==> src/rtl/n_bit_counter_pkg.sv <==
// Shared types and constants for the programmable down counter.
package n_bit_counter_pkg;

    typedef enum logic [1:0] {IDLE, RUN, DONE} cnt_state_t;

    localparam logic MODE_ONESHOT  = 1'b0;
    localparam logic MODE_PERIODIC = 1'b1;

endpackage

==> src/rtl/n_bit_down_counter.sv <==
// Programmable down counter: counts a loaded interval to zero, one-shot or periodic.
//
// state | meaning
// IDLE  | stopped, count holds, waiting for start
// RUN   | counting down while en is high
// DONE  | one-shot interval finished, count parked at 0
module n_bit_down_counter
    import n_bit_counter_pkg::*;
#(
    parameter int WIDTH = 3
) (
    input  logic             clk,
    input  logic             rst,
    input  logic             en,
    input  logic             load,
    input  logic [WIDTH-1:0] load_val,
    input  logic             start,
    input  logic             stop,
    input  logic             mode,
    output logic [WIDTH-1:0] count,
    output logic             tc,
    output logic             busy,
    output logic             done
);

    cnt_state_t       state, state_nxt;
    logic [WIDTH-1:0] reload, reload_nxt;
    logic [WIDTH-1:0] count_nxt;
    logic             tc_nxt;
    logic             start_ok;

    assign start_ok = start && (state != RUN);

    always_ff @(posedge clk or negedge rst) begin
        if (!rst) begin
            state  <= IDLE;
            count  <= '0;
            reload <= '1;
            tc     <= 1'b0;
        end else begin
            state  <= state_nxt;
            count  <= count_nxt;
            reload <= reload_nxt;
            tc     <= tc_nxt;
        end
    end

    // stop outranks load, load outranks start, start outranks the count step
    always_comb begin
        state_nxt  = state;
        count_nxt  = count;
        reload_nxt = reload;
        tc_nxt     = 1'b0;
        if (stop) begin
            state_nxt = IDLE;
        end else if (load) begin
            reload_nxt = load_val;
            count_nxt  = load_val;
            if (start_ok) begin
                state_nxt = RUN;
            end
        end else if (start_ok) begin
            count_nxt = reload;
            state_nxt = RUN;
        end else if (state == RUN && en) begin
            if (count != '0) begin
                count_nxt = count - 1'b1;
            end else begin
                tc_nxt = 1'b1;
                if (mode == MODE_PERIODIC) begin
                    count_nxt = reload;
                end else begin
                    state_nxt = DONE;
                end
            end
        end
    end

    assign busy = (state == RUN);
    assign done = (state == DONE);

endmodule

==> config.mk <==
export PLATFORM = sky130hd
export DESIGN_NAME = n_bit_down_counter
export DESIGN_NICKNAME = d
export VERILOG_FILES = /design/src/rtl/n_bit_counter_pkg.sv /design/src/rtl/n_bit_down_counter.sv
export SDC_FILE = /design/constraint.sdc
export NUM_CORES = 1
export LEC_CHECK = 0
export ABC_CLOCK_PERIOD_IN_PS = 3070
export BUFFER_PORTS_ARGS = -buffer_cell sky130_fd_sc_hd__buf_2
export CORE_UTILIZATION = 40
export DETAILED_ROUTE_END_ITERATION = 6
export PLACE_DENSITY_LB_ADDON = 0.2
export SETUP_SLACK_MARGIN = 0.2
export SLEW_MARGIN = 20
export SYNTH_ARGS = -nofsm -noshare
export SYNTH_HDL_FRONTEND = slang
export SYNTH_SLANG_ARGS = --single-unit
export TNS_END_PERCENT = 50
==> constraint.sdc <==
create_clock -name clk -period 3.07 [get_ports clk]
set_input_delay 0.614 -clock clk [delete_from_list [all_inputs] [get_ports clk]]
set_output_delay 0.614 -clock clk [all_outputs]
set_load 0.02 [all_outputs]
; Yosys cells after proc, flatten, opt, wreduce, memory -nomap -nowiden
; Cells that the tools add are included.
[word_totals]
reg_bits = 9
input_bits = 10
[classes]
n_addsub = 1
eq_ne = 6
n_mux = 17
n_bitwise = 1
n_reduce_logical = 9
[op_table]
columns = operator, n
row1 = 2-to-1 mux 3 bit, 5
row2 = 2-to-1 mux 2 bit, 7
row3 = nonzero test 3 bit, 3
row4 = 2-to-1 mux 1 bit, 5
row5 = AND reduction 4 bit, 1
row6 = nonzero test 4 bit, 1
row7 = inequality test 3 x 1 -> 1 bit (second input constant), 1
row8 = inequality test 3 x 2 -> 1 bit (second input constant), 1
row9 = inequality test 3 bit (second input constant), 1
row10 = AND reduction 3 bit, 1
row11 = subtractor 3 x 1 -> 3 bit (second input constant), 1
row12 = == test 2 x 1 -> 1 bit (second input constant), 1
row13 = == test 2 bit (second input constant), 1
row14 = logical AND 1 bit, 2
row15 = inequality test 2 x 1 -> 1 bit (second input constant), 1
row16 = AND reduction 2 bit, 1
row17 = inverter 1 bit, 1

; Longest topological paths before layout
[depth]
ltp_word = 6
ltp_mapped = 6

; Least setup slack after synthesis
; Ideal clock, no wire load.
[synth_path]
path_kind = register to register
from = register count[0]
to = register count[0]
arrival_time_ns = 1.754
t_required_ns = 2.980
path_slack_ns = 1.226
path_stages_with_launch = 7
path_buffers = 0
period_less_slack_ns = 1.844
cell_sequence = dfrtp_1 -> inv_1 -> ha_1 -> or3b_4 -> a221oi_4 -> o21ba_1 -> o221ai_1
[synth_via]
elab_chain_len = 5
elab_cells_between_ends = 8
cone_classes = 1 x add/sub / 4 x mux / 3 x reduce/logical
[synth_rtl]
columns = item, line
row1 = "start, declared", n_bit_down_counter.sv:20  ; output logic [WIDTH-1:0] count,
row2 = "start signal, assigned", n_bit_down_counter.sv:42  ; count <= count_nxt;
row3 = subtractor 3 x 1 -> 3 bit or nonzero test 3 bit (tied branches), "n_bit_down_counter.sv:67, n_bit_down_counter.sv:66"
row4 = 2-to-1 mux 3 bit, n_bit_down_counter.sv:66  ; if (count != '0) begin
row5 = 2-to-1 mux 3 bit, n_bit_down_counter.sv:65  ; end else if (state == RUN && en) begin
row6 = 2-to-1 mux 3 bit, n_bit_down_counter.sv:62  ; end else if (start_ok) begin
row7 = 2-to-1 mux 3 bit, n_bit_down_counter.sv:56  ; end else if (load) begin
; Parallel ways exist; a longest one is shown, timed or not. The select of a mux whose other input is x is not followed.
; A chain may end at the register's enable or synchronous reset.

; Worst setup path after layout
; Same ends and word-level chain as after synthesis.

==> impl_metrics.py <==
metrics = {
    "yosys": {
        "synth_cell_types": 29,
        "synth_fp_nets": 61,
        "synthCells": 49,
        "ys_ff_latch": 9,
        "ys_seq_area_share_pct": 43.2,
        "yosysWarningCount": 0,
        "avgSynthCellArea_um2": 10.8,
        "syn-cell-area_um2": 531,
    },
    "grt": {
        "grt_use_total_pct": 15.9,
        "antenna_found_initial": 0,
        "grt_overflow_total": 0,
        "grt_pass1_wl_um": 1530,
        "grt_pass1_vias": 387,
        "grt_max_degree": 10,
    },
    "sta": {
        "timing.final.ws_setup_ns": 1.19,
        "finalCriticalPeriod_ns": 1.88,
        "period_share_pct": 61.1,
        "skew_ns": 0.00186,
        "grt_setup_unrepaired": "false",
        "hold_viol_final": 0,
        "worst_pin_slew_ns": 0.473,
        "relSlewSlack_pct": 68.0,
        "finalSetupViolCount": 0,
        "finalSetupTns_ns": 0,
        "fmax_mhz": 533,
        "final-max-slew-violation-count": 0,
    },
    "final_layout": {
        "syn_to_final_growth_pct": 21.7,
        "stdcell_count": 81,
        "layout-drive-gt1-share_pct": 41.8,
        "final_area_um2": 646,
        "fin_util_pct": 55.1,
        "diodes": 0,
        "final_nets": 80,
    },
    "worst_setup_path": {
        "worstSetupEndpointType": "flop",
        "worstSetupPathType": "reg2reg",
        "rr_endpoint": "count[0]",
        "r2r_start": "count[0]",
        "rrSetupSlack_ns": 1.19,
        "arrival_ns": 2.05,
        "worst_setup_path_start_kind": "flop",
        "path_max_fanout": 6,
        "cp.required_ns": 3.24,
        "r2r_cells": 6,
    },
    "clock_tree": {
        "cts_tree": "done",
        "cts_resized": 0,
        "cts.sinks": 9,
        "path_clk_slew_ns": 0.06,
        "cts_hold_buf": 0,
        "cts_root_buf": "clkbuf_4",
        "htreeDepth": 1,
        "cts_buffer_depth": 2,
        "post-cts-setup-buffers": 0,
        "cts_made_buffers": 3,
        "insertion_delay_ns": 0.26,
    },
    "floorplanning": {
        "die-area_mm2": 0.00148,
        "ios": 16,
        "die_y_um": 38.4,
        "num_rows": 12,
        "die_x_um": 38.4,
        "coreArea_mm2": 0.00117,
        "initial_core_util_pct": 45.3,
    },
    "drt": {
        "num_vias": 422,
        "drtIter0Drc": 6,
        "wl_um": 984,
        "vias_per_cell": 5.21,
        "drt_drc_violations_left": 0,
        "dr.pass1.iters": 2,
        "detail-route-antenna-nets": 0,
        "wire_per_inst_um": 12.1,
    },
    "hold_path": {
        "hold_class": "in2async",
    },
    "outcome": {
        "status": "complete, no violations",
    },
    "place": {
        "hpwl_um": 779,
        "placed_cells": 77,
        "pre_cts_ws_ns": 1.14,
        "gp_congestion": 0.664,
        "place_area_um2": 619,
        "portBuffers": 15,
    },
    "power": {
        "p_per_area_mw_per_mm2": 571,
        "p_leak_nw": 0.315,
        "ir_worst_vdd_v": 0.000271,
    },
    "run": {
        "max_cap_viol_count": 0,
    },
}
-- cells in the final DEF, fill, tap and decap left out, types with 3 or more instances in the layout --
cell type,synthesis,final
buf_2,0,15
dfrtp_1,6,6
inv_1,4,4
clkbuf_4,0,3
dfstp_2,3,3
-- cells in the mapped netlist (all sizes together) --
cell type  count  area share [%]
dfrtp          6              28
inv            5             3.5
dfstp          3              15
a22oi          2             2.8
ha             2             4.7
mux2           2             4.2
mux2i          2             3.8
nand2          2             1.4
nand2b         2             2.8
nor2           2             1.4
nor2b          2             2.4
nor4           2             2.4
o21ai          2             1.9
o31ai          2             2.8
a21boi         1             1.4
a21oi          1            0.94
a221oi         1             5.0
and2b          1             1.4
clkbuf         1            0.71
nor3           1            0.94
nor4bb         1             1.9
o21a           1             1.4
o21ba          1             1.9
o221ai         1             1.7
or2b           1             1.7
or3b           1             2.1
xor2           1             1.7
-- how the worst max path moves through the flow --
stage / endpoint / from / slack, ns / cells after the start
2_1_floorplan: count[0] / count[0] / 1.23 / 6
3_3_place_gp: count[0] / mode / 1.19 / 5
3_5_place_dp: count[0] / mode / 1.14 / 5
4_1_cts: count[0] / count[0] / 1.17 / 6
5_1_grt: count[0] / count[0] / 1.08 / 6
6_report: count[0] / count[0] / 1.19 / 6
-- layout make-up --
cell class | count | area [um2]
clock buffers | 4 | 26.3
fillers | 113 | 526
inverters | 5 | 18.8
multi-input cells | 34 | 279
flip-flops and latches | 9 | 229
well taps | 14 | 17.5
repair buffers | 15 | 75.1
-- cell families after synthesis --
logic type,share of synthesized area (%)
AO/OA/AOI/OAI,19.8
XOR/XNOR,1.65
adder cells (fa/ha/maj),4.72
buffers and inverters,4.24
flip-flops,43.2
multiplexers,8.02
AND/OR/NAND/NOR,18.4
-- metal layers --
metal	GRT usage (%)	part of all wire, %	up-vias
met5	0	0	-
met4	12.9	0.41	0
met3	1.74	6.0	2
met2	23.7	45	14
met1	20.5	48	192
li1	-	-	214
-- per-stage QoR --
step / power (mW) / hold WS (ns)
global placement: 0.281 / 0.476
CTS: 0.376 / 0.193
finish: 0.369 / 0.195
detailed placement: 0.282 / 0.478
global route: 0.398 / 0.199
floorplan: 0.245 / 0.318
-- registers in the layout, summed over array words and instances, names as in the netlist --
| name | flops |
|---|---|
| reload | 3 |
| state | 2 |
| count | 3 |
| tc | 1 |
-- power by group --
group / switching [mW] / total, mW / internal (mW)
registers: 0.0139 / 0.154 / 0.140
logic: 0.0683 / 0.124 / 0.0558
clock network: 0.0403 / 0.0903 / 0.0500
total: 0.123 / 0.369 / 0.246
-- worst max-delay path, stage by stage (launching register included) --
cell and delay (ns):
dfrtp_1 0.39, inv_1 0.11, ha_1 0.18, or3b_4 0.39
a221oi_4 0.37, o21ba_1 0.19, o221ai_1 0.16
No activity file was read; power rests on OpenSTA's default activity.
